$ cat config.mk
export PLATFORM = sky130hd
export DESIGN_NAME = piso_serializer
export DESIGN_NICKNAME = d
export VERILOG_FILES = /design/src/rtl/piso_serializer.sv
export SDC_FILE = /design/constraint.sdc
export NUM_CORES = 1
export LEC_CHECK = 0
export BUFFER_PORTS_ARGS = -buffer_cell sky130_fd_sc_hd__buf_2
export CELL_PAD_IN_SITES_DETAIL_PLACEMENT = 0
export CELL_PAD_IN_SITES_GLOBAL_PLACEMENT = 1
export CORE_MARGIN = 4
export CORE_UTILIZATION = 44
export CTS_CLUSTER_DIAMETER = 100
export CTS_CLUSTER_SIZE = 28
export DETAILED_ROUTE_END_ITERATION = 8
export PLACE_DENSITY_LB_ADDON = 0.3
export SETUP_SLACK_MARGIN = 0.05
export SYNTH_ARGS = -nofsm -noshare
export SYNTH_HDL_FRONTEND = slang
export SYNTH_SLANG_ARGS = --single-unit
$ cat constraint.sdc
create_clock -name CLK -period 3.05 [get_ports CLK]
set_input_delay 0.7625 -clock CLK [delete_from_list [all_inputs] [get_ports CLK]]
set_output_delay 0.7625 -clock CLK [all_outputs]
set_load 0.05 [all_outputs]
$ cat src/rtl/piso_serializer.sv
// Parallel-in/serial-out serialiser with valid/ready word input, one-word
// holding buffer for gapless streaming, selectable bit order and shift enable.
module piso_serializer #(
   parameter int WIDTH     = 8,
   parameter bit LSB_FIRST = 1'b1
) (
   input  logic             CLK,
   input  logic             RES,
   input  logic [WIDTH-1:0] IN_DATA,
   input  logic             IN_VALID,
   output logic             IN_READY,
   input  logic             SER_EN,
   output logic             SER_OUT,
   output logic             SER_VALID,
   output logic             LAST
);

   localparam int CW = $clog2(WIDTH);
   localparam logic [CW-1:0] CNT_LAST = CW'(WIDTH - 1);

   typedef enum logic {
      S_IDLE  = 1'b0,
      S_SHIFT = 1'b1
   } state_t;

   state_t           r_state;
   logic [WIDTH-1:0] r_sr;
   logic [CW-1:0]    r_cnt;
   logic [WIDTH-1:0] r_hb;
   logic             r_hb_full;

   state_t           w_state_n;
   logic [WIDTH-1:0] w_sr_n;
   logic [CW-1:0]    w_cnt_n;
   logic [WIDTH-1:0] w_hb_n;
   logic             w_hb_full_n;

   logic             w_accept;
   logic             w_xfer;
   logic             w_eow;
   logic [WIDTH-1:0] w_shifted;

   assign IN_READY  = !RES && !r_hb_full;
   assign SER_VALID = (r_state == S_SHIFT);
   assign LAST      = SER_VALID && (r_cnt == CNT_LAST);
   assign SER_OUT   = SER_VALID &&
                      (LSB_FIRST ? r_sr[0] : r_sr[WIDTH-1]);

   assign w_accept = IN_VALID && IN_READY;
   assign w_xfer   = SER_VALID && SER_EN;
   assign w_eow    = w_xfer && (r_cnt == CNT_LAST);

   generate
      if (LSB_FIRST) begin : g_lsb
         assign w_shifted = {1'b0, r_sr[WIDTH-1:1]};
      end else begin : g_msb
         assign w_shifted = {r_sr[WIDTH-2:0], 1'b0};
      end
   endgenerate

   always_comb begin
      w_state_n   = r_state;
      w_sr_n      = r_sr;
      w_cnt_n     = r_cnt;
      w_hb_n      = r_hb;
      w_hb_full_n = r_hb_full;
      unique case (r_state)
         S_IDLE: begin
            if (w_accept) begin
               w_sr_n    = IN_DATA;
               w_cnt_n   = '0;
               w_state_n = S_SHIFT;
            end
         end
         S_SHIFT: begin
            if (w_eow) begin
               w_cnt_n = '0;
               if (r_hb_full) begin
                  w_sr_n      = r_hb;
                  w_hb_full_n = 1'b0;
               end else if (w_accept) begin
                  w_sr_n = IN_DATA;
               end else begin
                  w_sr_n    = '0;
                  w_state_n = S_IDLE;
               end
            end else if (w_xfer) begin
               w_sr_n  = w_shifted;
               w_cnt_n = r_cnt + CW'(1);
            end
            // a full buffer forces IN_READY low, so only the bypass consumes here
            if (w_accept && !w_eow) begin
               w_hb_n      = IN_DATA;
               w_hb_full_n = 1'b1;
            end
         end
         default: begin
            w_state_n = S_IDLE;
         end
      endcase
   end

   always_ff @(posedge CLK) begin
      if (RES) begin
         r_state   <= S_IDLE;
         r_sr      <= '0;
         r_cnt     <= '0;
         r_hb      <= '0;
         r_hb_full <= 1'b0;
      end else begin
         r_state   <= w_state_n;
         r_sr      <= w_sr_n;
         r_cnt     <= w_cnt_n;
         r_hb      <= w_hb_n;
         r_hb_full <= w_hb_full_n;
      end
   end

endmodule
## After elaboration in Yosys (flattened, before gate mapping)

Cells that the tools add are included.

| storage, ports and cells | value |
|---|---|
| register bits | 21 |
| input port bits | 12 |
| output and inout bits | 4 |
| logic and storage cells | 40 |

| operators by class | value |
|---|---|
| $add $sub $neg | 1 |
| equal/unequal tests | 3 |
| multiplexer cells | 16 |
| bitwise logic cells | 1 |
| reductions and logical operators | 14 |

Operator list:

| operator | count |
|---|---|
| $mux 8 | 5 |
| $pmux 8 s2 | 1 |
| $mux 3 | 3 |
| $logic_and 1x1->1 | 7 |
| $pmux 3 s2 | 1 |
| $reduce_and 2->1 | 3 |
| $mux 1 | 5 |
| $add 3x1->3 const B | 1 |
| $eq 3x3->1 const B | 1 |
| $logic_not 1->1 | 3 |
| $ne 3x1->1 const B | 1 |
| $ne 2x2->1 const B | 1 |
| $pmux 1 s2 | 1 |
| $reduce_bool 2->1 | 1 |
| $not 1->1 | 1 |

## Logic depth before layout (Yosys ltp)

| logic depth | value |
|---|---|
| depth in word-level cells | 7 |
| depth in mapped cells | 7 |
| gate-level depth less buffers | 5 |

## Worst setup path after synthesis

OpenSTA, ideal clock, no wires.

| path | value |
|---|---|
| kind | in2out |
| start point | in RES |
| end point | out IN_READY |
| arrival | 1.779 ns |
| required time | 2.288 ns |
| slack | 0.508 ns |
| cell stages on the path | 3 |
| buffers on the path | 2 |
| cells stage by stage | buf_2 clkbuf_1 nor2_1 |

| between the ends | value |
|---|---|
| word-level cells in the longest chain between the ends | 2 |

Ends and longest elaborated chain:

| item | line | RTL |
|---|---|---|
| from (decl) | 8 | `input logic RES,` |
| $logic_not 1->1 | 43 | `assign IN_READY = !RES && !r_hb_full;` |
| $logic_and 1x1->1 | 43 |  |
| to (decl) | 11 | `output logic IN_READY,` |

No other way between the ends.

## Worst setup path after layout

| path | value |
|---|---|
| start point | reg r_cnt[0] |
| end point | out LAST |

| between the ends | value |
|---|---|
| word-level cells in the longest chain between the ends | 2 |

Ends and longest elaborated chain:

| item | line | RTL |
|---|---|---|
| from (decl) | 28 | `logic [CW-1:0] r_cnt;` |
| from (signal assigned) | 113 | `r_cnt <= w_cnt_n;` |
| $eq 3x3->1 | 45 | `assign LAST = SER_VALID && (r_cnt == CNT_LAST);` |
| $logic_and 1x1->1 | 45 |  |
| to (decl) | 15 | `output logic LAST` |

No other way between the ends.

==> impl_metrics.toml <==
[yosys]
synth_edf_count = 0
synth.yosys.seq_area_share_pct = 36.4
ys_async_sr_fraction_pct = 0
synthesis.nets = 152
ys_ff_latch = 21
synthDominantCellAreaShare_pct = 36.4
synth_flop_cell = "dfxtp_1"
ys_warn_count = 0
avgSynthCellArea_um2 = 8.37
netlist_area_um2 = 1150
yosysMostFrequentCell = "o21ai_0"
synth_area_leaders = "dfxtp_1, o21ai_0, a311oi_1"
ys_top_cells_by_count = "o21ai_0, dfxtp_1, a21oi_1, nand3_1, nor3_1"
yosysTopAreaCell = "dfxtp_1"
yosysUniqueCellTypes = 29
netlist_instances = 138

[timing]
finalMaxSlewViolations = 0
setup_viol = 0
maxSlewHeadroom_pct = 54.7
whs_ps = 483
timing.fmax_ghz = 0.388
worstMarginPinSlew_ps = 678
rsz0062_at_grt = "no"
fin_crit_sh_pct = 84.6
fin_skew_ps = 4.47
period_minus_slack_ps = 2580
hold_violations = 0
final.setup.worst_slack_ps = 471
tns_ps = 0

[routing]
vias_per_cell = 6.20
drt_iter0_markers = 46
vias = 1079
wl_per_cell_um = 15.9
routed_wl_mm = 2.78
ant_nets = 0
first_pass_iters = 4
drc_errors = 0

[final_layout]
final_nets = 159
drive_above_1_share_pct = 16.7
finalNonFillerCells = 174
diodes = 0
area_growth_pct = 7.15
fin_area_um2 = 1240

[run_status]
status = "finished clean"

[clock_tree]
holdBufCountCts = 0
clk_pin_slew_worst_paths_ps = 120
cts_resized = 0
cts_sinks = 21
cts.path.max_buffers = 2
htree_levels = 1
tritoncts = "built"
cts_made_buffers = 3
clock_latency_ps = 300
cts_root_buf = "clkbuf_4"
postCtsSetupBuffers = 0

[power_and_ir_drop]
powerDensity_nw_per_um2 = 432
leakagePower_nw = 0.443
peakVddDrop_mv = 0.230

[hold_path]
hold_class = "flop to flop"
holdPathStages = 2

[critical_path]
cp_slowest_stage_delay_ps = 510
worstPathRequired_ps = 2290
rr_worst_depth = 5
path_cells = "ha_1 > ha_1 > and2_1 > buf_2"
endpoint_kind = "output pin"
arrival_ps = 1820
cp-start-kind = "flop"
cpMaxStageDelayCell = "ha_1"
path_max_fanout = 21
critical_path_class = "flop to output pin"
crit_top_cell = "ha_1"
reg2reg_slack_ps = 1100

[placement]
dpl.hpwl_mm = 1.89
finalWeightedCongestion = 0.761
dp_worst_setup_slack_ps = 808
post-place-cells = 170
dpl_cell_area_um2 = 1210
io_buffers = 15

[grt]
antenna_found_initial = 0
grt_pass1_vias = 1013
grt_max_degree = 29
grt_overflow = 0
grt_util_all_layers_pct = 17.7
grt_first_pass_wirelength_mm = 4.82

[die]
io_pins = 16
coreArea_um2 = 2500
die_h_um = 59.2
placementRows = 18
die_area_um2 = 3510
die_w_um = 59.2
initial_core_util_pct = 46.2

[job]
max-cap-violations = 0
-- cell usage in the layout (no fill, tap or decap), types with 2 or more instances in the layout --
cell / instances
o21ai_1: 3
clkbuf_4: 3
buf_2: 15
o21ai_0: 22
nand2_1: 3
a311oi_1: 7
and4_1: 7
a21oi_1: 12
nor3_1: 9
a21boi_0: 7
nor4bb_1: 3
ha_1: 2
nor2_1: 2
nand3_1: 10
dfxtp_1: 21
and2_1: 5
-- where the power goes --
group / internal (W) / switching (W)
registers: 0.000291 / 0.0000170
clock network: 0.0000489 / 0.0000870
logic: 0.0000370 / 0.0000535
-- cell type report --
class / count / area, um2
clock buffer: 3 / 22.5
clock inverter: 1 / 5.00
fill: 247 / 1260
multi-input combinational: 103 / 669
sequential: 21 / 420
tap: 30 / 37.5
timing repair buffer: 16 / 82.6
-- routing by layer --
metal  vias up  part of all wire [%]  track usage (%)
met4         0                  0.50             6.80
met3         2                   5.4             1.96
met5         -                     0                0
met1       512                    47             25.5
met2        24                    47             27.0
li1        541                     -                -
-- path summary, 6_finish.rpt --
kind | startpoint | to
worst min-delay path | r_hb[6] | r_hb[6]
worst max-delay path | r_cnt[0] | LAST
worst max register to register | r_cnt[0] | r_sr[6]
worst min register to register | r_hb[6] | r_hb[6]
-- sequential cells by signal, indices dropped and copies added (netlist names) --
name       cells
r_hb           8
r_sr           8
r_cnt          3
r_hb_full      1
SER_VALID      1
-- worst max-delay path: cells and delay by family, from the launching register on --
kind          cells  cell delay (ps)
buf+inv           1              250
flops             1              380
fa+ha+maj         2              670
simple gates      1              200
-- metrics by stage --
stage          utilization, %  power (W)
3_5_place_dp             48.4   0.000404
6_report                 49.5   0.000534
5_1_grt                  49.5   0.000560
2_1_floorplan               -   0.000379
3_3_place_gp             48.4   0.000401
4_1_cts                  49.5   0.000541
-- kinds of logic after synthesis --
| kind of cell | count (synthesis) | share of synthesized area (%) |
|---|---|---|
| AO/OA/AOI/OAI | 53 | 27.1 |
| AND/OR/NAND/NOR | 48 | 28.7 |
| flip-flops | 21 | 36.4 |
| buffers and inverters | 14 | 5.63 |
| adder cells (fa/ha/maj) | 2 | 2.17 |
Power figures use the tool's default switching activity.
